--- src/rtl/poly_mult_pkg.sv ---
// Shared types and size helpers for the polynomial-multiplier result collector.
// NEGACYCLIC_FOLD_EN selects folding mod x^K+1 (K outputs) instead of 2K-1 linear outputs.
package poly_mult_pkg;

  typedef enum logic [1:0] {
    ST_IDLE    = 2'd0,
    ST_COLLECT = 2'd1,
    ST_DRAIN   = 2'd2
  } state_e;

  function automatic int unsigned prod_cnt(input int unsigned k);
    return 2 * k - 1;
  endfunction

  function automatic int unsigned out_cnt(input int unsigned k);
`ifdef NEGACYCLIC_FOLD_EN
    return k;
`else
    return 2 * k - 1;
`endif
  endfunction

  function automatic int unsigned idx_w(input int unsigned k);
    return $clog2(2 * k - 1);
  endfunction

  localparam int unsigned N_DEF    = 4;
  localparam int unsigned K_DEF    = 4;
  localparam int unsigned PROD_CNT = prod_cnt(K_DEF);
  localparam int unsigned OUT_CNT  = out_cnt(K_DEF);
  localparam int unsigned IDX_W    = idx_w(K_DEF);

endpackage

--- src/rtl/poly_mult_result_collector_buffer.sv ---
// Coefficient register file: synchronous write, async read, synchronous clear.
// With NEGACYCLIC_FOLD_EN a write may instead subtract the input from the stored entry.
module poly_coef_buffer
  import poly_mult_pkg::*;
#(
  parameter int unsigned W     = 8,
  parameter int unsigned DEPTH = 7,
  parameter int unsigned AW    = $clog2(DEPTH)
) (
  input  logic          i_clk,
  input  logic          i_rst,
  input  logic          i_we,
  input  logic [AW-1:0] i_waddr,
  input  logic [W-1:0]  i_wdata,
`ifdef NEGACYCLIC_FOLD_EN
  input  logic          i_sub,
`endif
  input  logic [AW-1:0] i_raddr,
  output logic [W-1:0]  o_rdata,
  output logic [W-1:0]  o_wr_result
);

  logic [W-1:0] r_mem [DEPTH];
  logic [W-1:0] w_wr_result;

  // Value that the current write will leave in the addressed entry
  always_comb begin
    w_wr_result = i_wdata;
`ifdef NEGACYCLIC_FOLD_EN
    if (i_sub) begin
      w_wr_result = r_mem[i_waddr] - i_wdata;
    end
`endif
  end

  always_ff @(posedge i_clk) begin
    if (i_rst) begin
      for (int i = 0; i < int'(DEPTH); i++) begin
        r_mem[i] <= '0;
      end
    end else if (i_we) begin
      r_mem[i_waddr] <= w_wr_result;
    end
  end

  assign o_rdata     = r_mem[i_raddr];
  assign o_wr_result = w_wr_result;

endmodule

--- src/rtl/poly_mult_result_collector.sv ---
// Collects the 2K-1 PE-array diagonal sums and replays them in index order.
// NEGACYCLIC_FOLD_EN folds the product mod x^K+1 while collecting and emits K coefficients.
module poly_mult_result_collector
  import poly_mult_pkg::*;
#(
  parameter int unsigned N = 4,
  parameter int unsigned K = 4
) (
  input  logic                  i_clk,
  input  logic                  i_rst,
  input  logic                  i_start,
  output logic                  o_busy,
  input  logic                  i_in_valid,
  output logic                  o_in_ready,
  input  logic [2*N-1:0]        i_in_coef,
  input  logic                  i_in_last,
  output logic                  o_out_valid,
  input  logic                  i_out_ready,
  output logic [2*N-1:0]        o_out_coef,
  output logic [idx_w(K)-1:0]   o_out_idx,
  output logic                  o_out_last,
  output logic                  o_err
);

  localparam int unsigned W     = 2 * N;
  localparam int unsigned IW    = idx_w(K);
  localparam int unsigned PROD  = prod_cnt(K);
  localparam int unsigned OUTC  = out_cnt(K);
  localparam int unsigned BW    = $clog2(OUTC);

  state_e          r_state;
  logic            r_busy;
  logic            r_in_ready;
  logic            r_out_valid;
  logic            r_out_last;
  logic            r_err;
  logic [IW-1:0]   r_wcnt;
  logic [IW-1:0]   r_out_idx;
  logic [W-1:0]    r_out_coef;

  logic            w_in_fire;
  logic            w_out_fire;
  logic            w_last_in;
  logic            w_sub;
  logic [IW-1:0]   w_waddr;
  logic [IW-1:0]   w_raddr;
  logic [W-1:0]    w_rdata;
  logic [W-1:0]    w_wr_result;
  logic [W-1:0]    w_first_coef;

  assign w_in_fire  = i_in_valid && r_in_ready;
  assign w_out_fire = r_out_valid && i_out_ready;
  assign w_last_in  = (r_wcnt == IW'(PROD - 1));

  // Buffer slot for the incoming coefficient; high-order terms fold onto j-K
  always_comb begin
    w_sub   = 1'b0;
    w_waddr = r_wcnt;
`ifdef NEGACYCLIC_FOLD_EN
    if (r_wcnt >= IW'(K)) begin
      w_sub   = 1'b1;
      w_waddr = r_wcnt - IW'(K);
    end
`endif
  end

  // Pre-fetch the entry that becomes visible after the next output handshake
  always_comb begin
    w_raddr = '0;
    if (r_state == ST_DRAIN && r_out_idx != IW'(OUTC - 1)) begin
      w_raddr = r_out_idx + IW'(1);
    end
  end

  // Entry 0 can be updated on the very edge that enters DRAIN, so forward it
  assign w_first_coef = (w_in_fire && w_waddr == '0) ? w_wr_result : w_rdata;

  poly_coef_buffer #(
    .W     (W),
    .DEPTH (OUTC),
    .AW    (BW)
  ) u_buf (
    .i_clk       (i_clk),
    .i_rst       (i_rst),
    .i_we        (w_in_fire),
    .i_waddr     (BW'(w_waddr)),
    .i_wdata     (i_in_coef),
`ifdef NEGACYCLIC_FOLD_EN
    .i_sub       (w_sub),
`endif
    .i_raddr     (BW'(w_raddr)),
    .o_rdata     (w_rdata),
    .o_wr_result (w_wr_result)
  );

  always_ff @(posedge i_clk) begin
    if (i_rst) begin
      r_state     <= ST_IDLE;
      r_busy      <= 1'b0;
      r_in_ready  <= 1'b0;
      r_out_valid <= 1'b0;
      r_out_last  <= 1'b0;
      r_err       <= 1'b0;
      r_wcnt      <= '0;
      r_out_idx   <= '0;
      r_out_coef  <= '0;
    end else begin
      case (r_state)
        ST_IDLE: begin
          if (i_start) begin
            r_state    <= ST_COLLECT;
            r_busy     <= 1'b1;
            r_in_ready <= 1'b1;
            r_err      <= 1'b0;
            r_wcnt     <= '0;
          end
        end
        ST_COLLECT: begin
          if (w_in_fire) begin
            if (i_in_last != w_last_in) begin
              r_err <= 1'b1;
            end
            if (w_last_in) begin
              r_state     <= ST_DRAIN;
              r_in_ready  <= 1'b0;
              r_out_valid <= 1'b1;
              r_out_idx   <= '0;
              r_out_coef  <= w_first_coef;
              r_out_last  <= 1'b0;
            end else begin
              r_wcnt <= r_wcnt + IW'(1);
            end
          end
        end
        ST_DRAIN: begin
          if (w_out_fire) begin
            if (r_out_last) begin
              r_state     <= ST_IDLE;
              r_busy      <= 1'b0;
              r_out_valid <= 1'b0;
              r_out_last  <= 1'b0;
              r_out_idx   <= '0;
            end else begin
              r_out_idx  <= r_out_idx + IW'(1);
              r_out_coef <= w_rdata;
              r_out_last <= (r_out_idx + IW'(1) == IW'(OUTC - 1));
            end
          end
        end
        default: begin
          r_state <= ST_IDLE;
        end
      endcase
    end
  end

  assign o_busy      = r_busy;
  assign o_in_ready  = r_in_ready;
  assign o_out_valid = r_out_valid;
  assign o_out_coef  = r_out_coef;
  assign o_out_idx   = r_out_idx;
  assign o_out_last  = r_out_last;
  assign o_err       = r_err;

endmodule

--- config.mk ---
export PLATFORM = sky130hd
export DESIGN_NAME = poly_mult_result_collector
export DESIGN_NICKNAME = d
export VERILOG_FILES = /design/src/rtl/poly_mult_pkg.sv /design/src/rtl/poly_mult_result_collector_buffer.sv /design/src/rtl/poly_mult_result_collector.sv
export SDC_FILE = /design/constraint.sdc
export NUM_CORES = 1
export LEC_CHECK = 0
export CAP_MARGIN = 5
export CORE_MARGIN = 2
export CORE_UTILIZATION = 30
export CTS_CLUSTER_DIAMETER = 30
export CTS_CLUSTER_SIZE = 16
export DETAILED_ROUTE_END_ITERATION = 12
export PLACE_DENSITY_LB_ADDON = 0.25
export SLEW_MARGIN = 20
export SYNTH_ARGS = -nofsm -noshare
export SYNTH_HDL_FRONTEND = slang
export SYNTH_HIERARCHICAL = 1
export SYNTH_SLANG_ARGS = --single-unit
--- constraint.sdc ---
create_clock -name i_clk -period 4.3 [get_ports i_clk]
set_clock_uncertainty 0.2 [all_clocks]
set_input_delay 0.86 -clock i_clk [delete_from_list [all_inputs] [get_ports i_clk]]
set_output_delay 0.86 -clock i_clk [all_outputs]
set_load 0.01 [all_outputs]
==> impl_metrics.tcl <==
set metrics [dict create \
    coreArea_sq_mm 0.0133 \
    slew_headroom 0.336 \
    grt_usage 0.134 \
    root_buffer "clkbuf_16" \
    seqPwrFrac 0.502 \
    num_rows 42 \
    grt_overflow 0 \
    finalCritPeriodShare 0.743 \
    fillers 1330 \
    post_cts_resized 0 \
    die_h_microns 121 \
    tightest_slew_ns 0.993 \
    cts.htree.levels 3 \
    powerDensity_mw_per_mm2 372 \
    finalCriticalPeriod_ns 3.20 \
    postCtsHoldBufs 0 \
    clk_path_buf_depth 2 \
    ir_worst_vdd_mv 0.214 \
    finalWirelength_microns 9360 \
    clk_pin_slew_worst_paths_ns 0.06 \
    drt_iter0_drc 227 \
    synth_enable_flop_cells 56 \
    drtAntennaViolNets 0 \
    io_pins 30 \
    outcome "completed" \
    wl_per_cell_microns 17.6 \
    fin_nets 372 \
    crit_type "input pin to register" \
    place_hpwl_microns 6440 \
    place_congestion 0.795 \
    synth_flop_cell "edfxtp_1" \
    die_w_microns 121 \
    async_flop_share 0 \
    synth_seq_area_share 0.548 \
    cap_violations 0 \
    ys_seq_elements 85 \
    cts_made_buffers 9 \
    clk_latency_ns 0.34 \
    drive_above_1_share 0.132 \
    final_cell_mix "56 x nor2_1, 56 x edfxtp_1, 29 x clkdlybuf4s50_1, 29 x dfxtp_1, 16 x mux4_1" \
    finalSetupViolCount 0 \
    grt_antenna_before_repair 0 \
    startpoint "i_in_valid" \
    fin_tns_setup_ns 0 \
    post_cts_buffers 0 \
    synth.distinct_cells 43 \
    drcViolationCount 0 \
    regArea_sq_mm 0.00226 \
    via_per_inst 4.96 \
    clkPwrFrac 0.448 \
    grt_max_degree 30 \
    dr.pass1.iters 4 \
    grt_pass1_vias 2652 \
    cts_tree "yes" \
    power.leakage_nw 1.68 \
    syn_inst 333 \
    mappedNetlistArea_sq_mm 0.00413 \
    crit_fanout 9 \
    antenna_cells 0 \
    start_kind "input pin" \
    syn_nets 353 \
    p_int_mw 1.38 \
    synth_largest_area_cell "edfxtp_1" \
    die-area_sq_mm 0.0147 \
    multi_input_area_sq_mm 0.00164 \
    start_util 0.309 \
    cts.sinks 85 \
    syn2layout_area_growth_pct 16.4 \
    netlist_top_cells_area "edfxtp_1 41%, dfxtp_1 14%, mux4_1 10%" \
    syn_avg_cell_area_sq_um 12.4 \
    combPwrFrac 0.050 \
    p_sw_mw 0.400 \
    swShare 0.224 \
    whs_ns 0.276 \
    slew_violations 0 \
    r2r-start "o_out_idx[0]" \
    vias 2642 \
    yosysTopAreaCellShare 0.408 \
    yosysWarnings 6 \
    min-delay-path-class "register to register" \
    cp_data_arrival_time_ns 2.97 \
    final_hold_viol_count 0 \
    port_buffers 29 \
    hp-start "u_buf/r_mem[6][2]" \
    setup.worst_path.end_class "register" \
    worstPathRequired_ns 4.08 \
    fmax_mhz 313 \
    grt_first_pass_wirelength_microns 14700 \
    rsz0062_at_grt "false" \
]
state kept, by name (all words and copies together) (netlist names):
register and cells:
o_out_valid 1, o_out_idx 3, r_state 2, o_out_last 1, u_buf/r_mem 64, o_out_coef 8
o_err 1, o_busy 1, r_wcnt 3, o_in_ready 1
power groups by stage:
stage	registers (mW)	logic (mW)	clock network [mW]
CTS	0.897	0.0912	0.811
floorplan	0.911	0.0576	0
global placement	0.914	0.0902	0
finish	0.896	0.0891	0.800
detailed placement	0.915	0.0907	0
global route	0.898	0.0979	0.855
worst max-delay path: stages:
cell	delay, ns
clkdlybuf4s50_1	0.49
and2_1	0.30
nor3b_2	0.33
nand3_1	0.42
nand2b_1	0.55
per-layer routing:
metal  vias up  part of all wire  track usage
li1       1256                 -            -
met1      1307              0.45        0.183
met2        67              0.48        0.213
met3        12             0.051       0.0221
met4         0             0.016       0.0503
met5         -                 0            0
stage by stage:
step | cells | util | power, mW | instance area [sq um] | worst slack, ns
floorplan | 333 | - | 0.969 | 4130 | 1.68
global placement | 517 | 0.337 | 1.00 | 4490 | 0.792
detailed placement | 517 | 0.337 | 1.01 | 4500 | 0.769
CTS | 533 | 0.360 | 1.80 | 4800 | 1.13
global route | 533 | 0.360 | 1.85 | 4800 | 0.928
finish | 533 | 0.360 | 1.79 | 4800 | 1.10
Yosys cell counts (3+ instances only):
library cell   n
mux4_1        16
nand4_1       10
inv_1         14
nor3_1         8
nor2b_1        3
mux2i_1       12
ha_1           6
mux2_2         8
a21oi_1       15
clkbuf_1       6
a31oi_1        3
nand3_1        3
buf_6          3
a211oi_2       8
buf_4          9
nor2_1        56
edfxtp_1      56
buf_2          4
and2_1         9
nand2b_1       7
dfxtp_1       29
nand2_1       15
o21ai_0       10
final timing paths:
kind                        to  slack [ns]  cells past startpoint
min reg2reg  u_buf/r_mem[6][2]        0.28                      2
min          u_buf/r_mem[6][2]        0.28                      2
max          u_buf/r_mem[3][6]        1.10                      5
max reg2reg      o_out_coef[4]        1.35                      9
layout make-up:
class | count | share of cell area
flip-flops and latches | 85 | 0.471
multi-input cells | 209 | 0.342
repair buffers | 33 | 0.0667
clock buffers | 9 | 0.0469
well taps | 176 | 0.0458
clock inverters | 7 | 0.0169
inverters | 14 | 0.0109
cells by family (layout without fill, tap and decap cells):
logic type,count (synthesis),count (layout),synth area share
adder cells (fa/ha/maj),6,6,0.0182
multiplexers,36,36,0.153
buffers and inverters,39,63,0.0543
AND/OR/NAND/NOR,122,122,0.147
AO/OA/AOI/OAI,43,43,0.0746
XOR/XNOR,2,2,0.00425
flip-flops,85,85,0.548
Note: power is estimated with default switching activity, not from simulation.
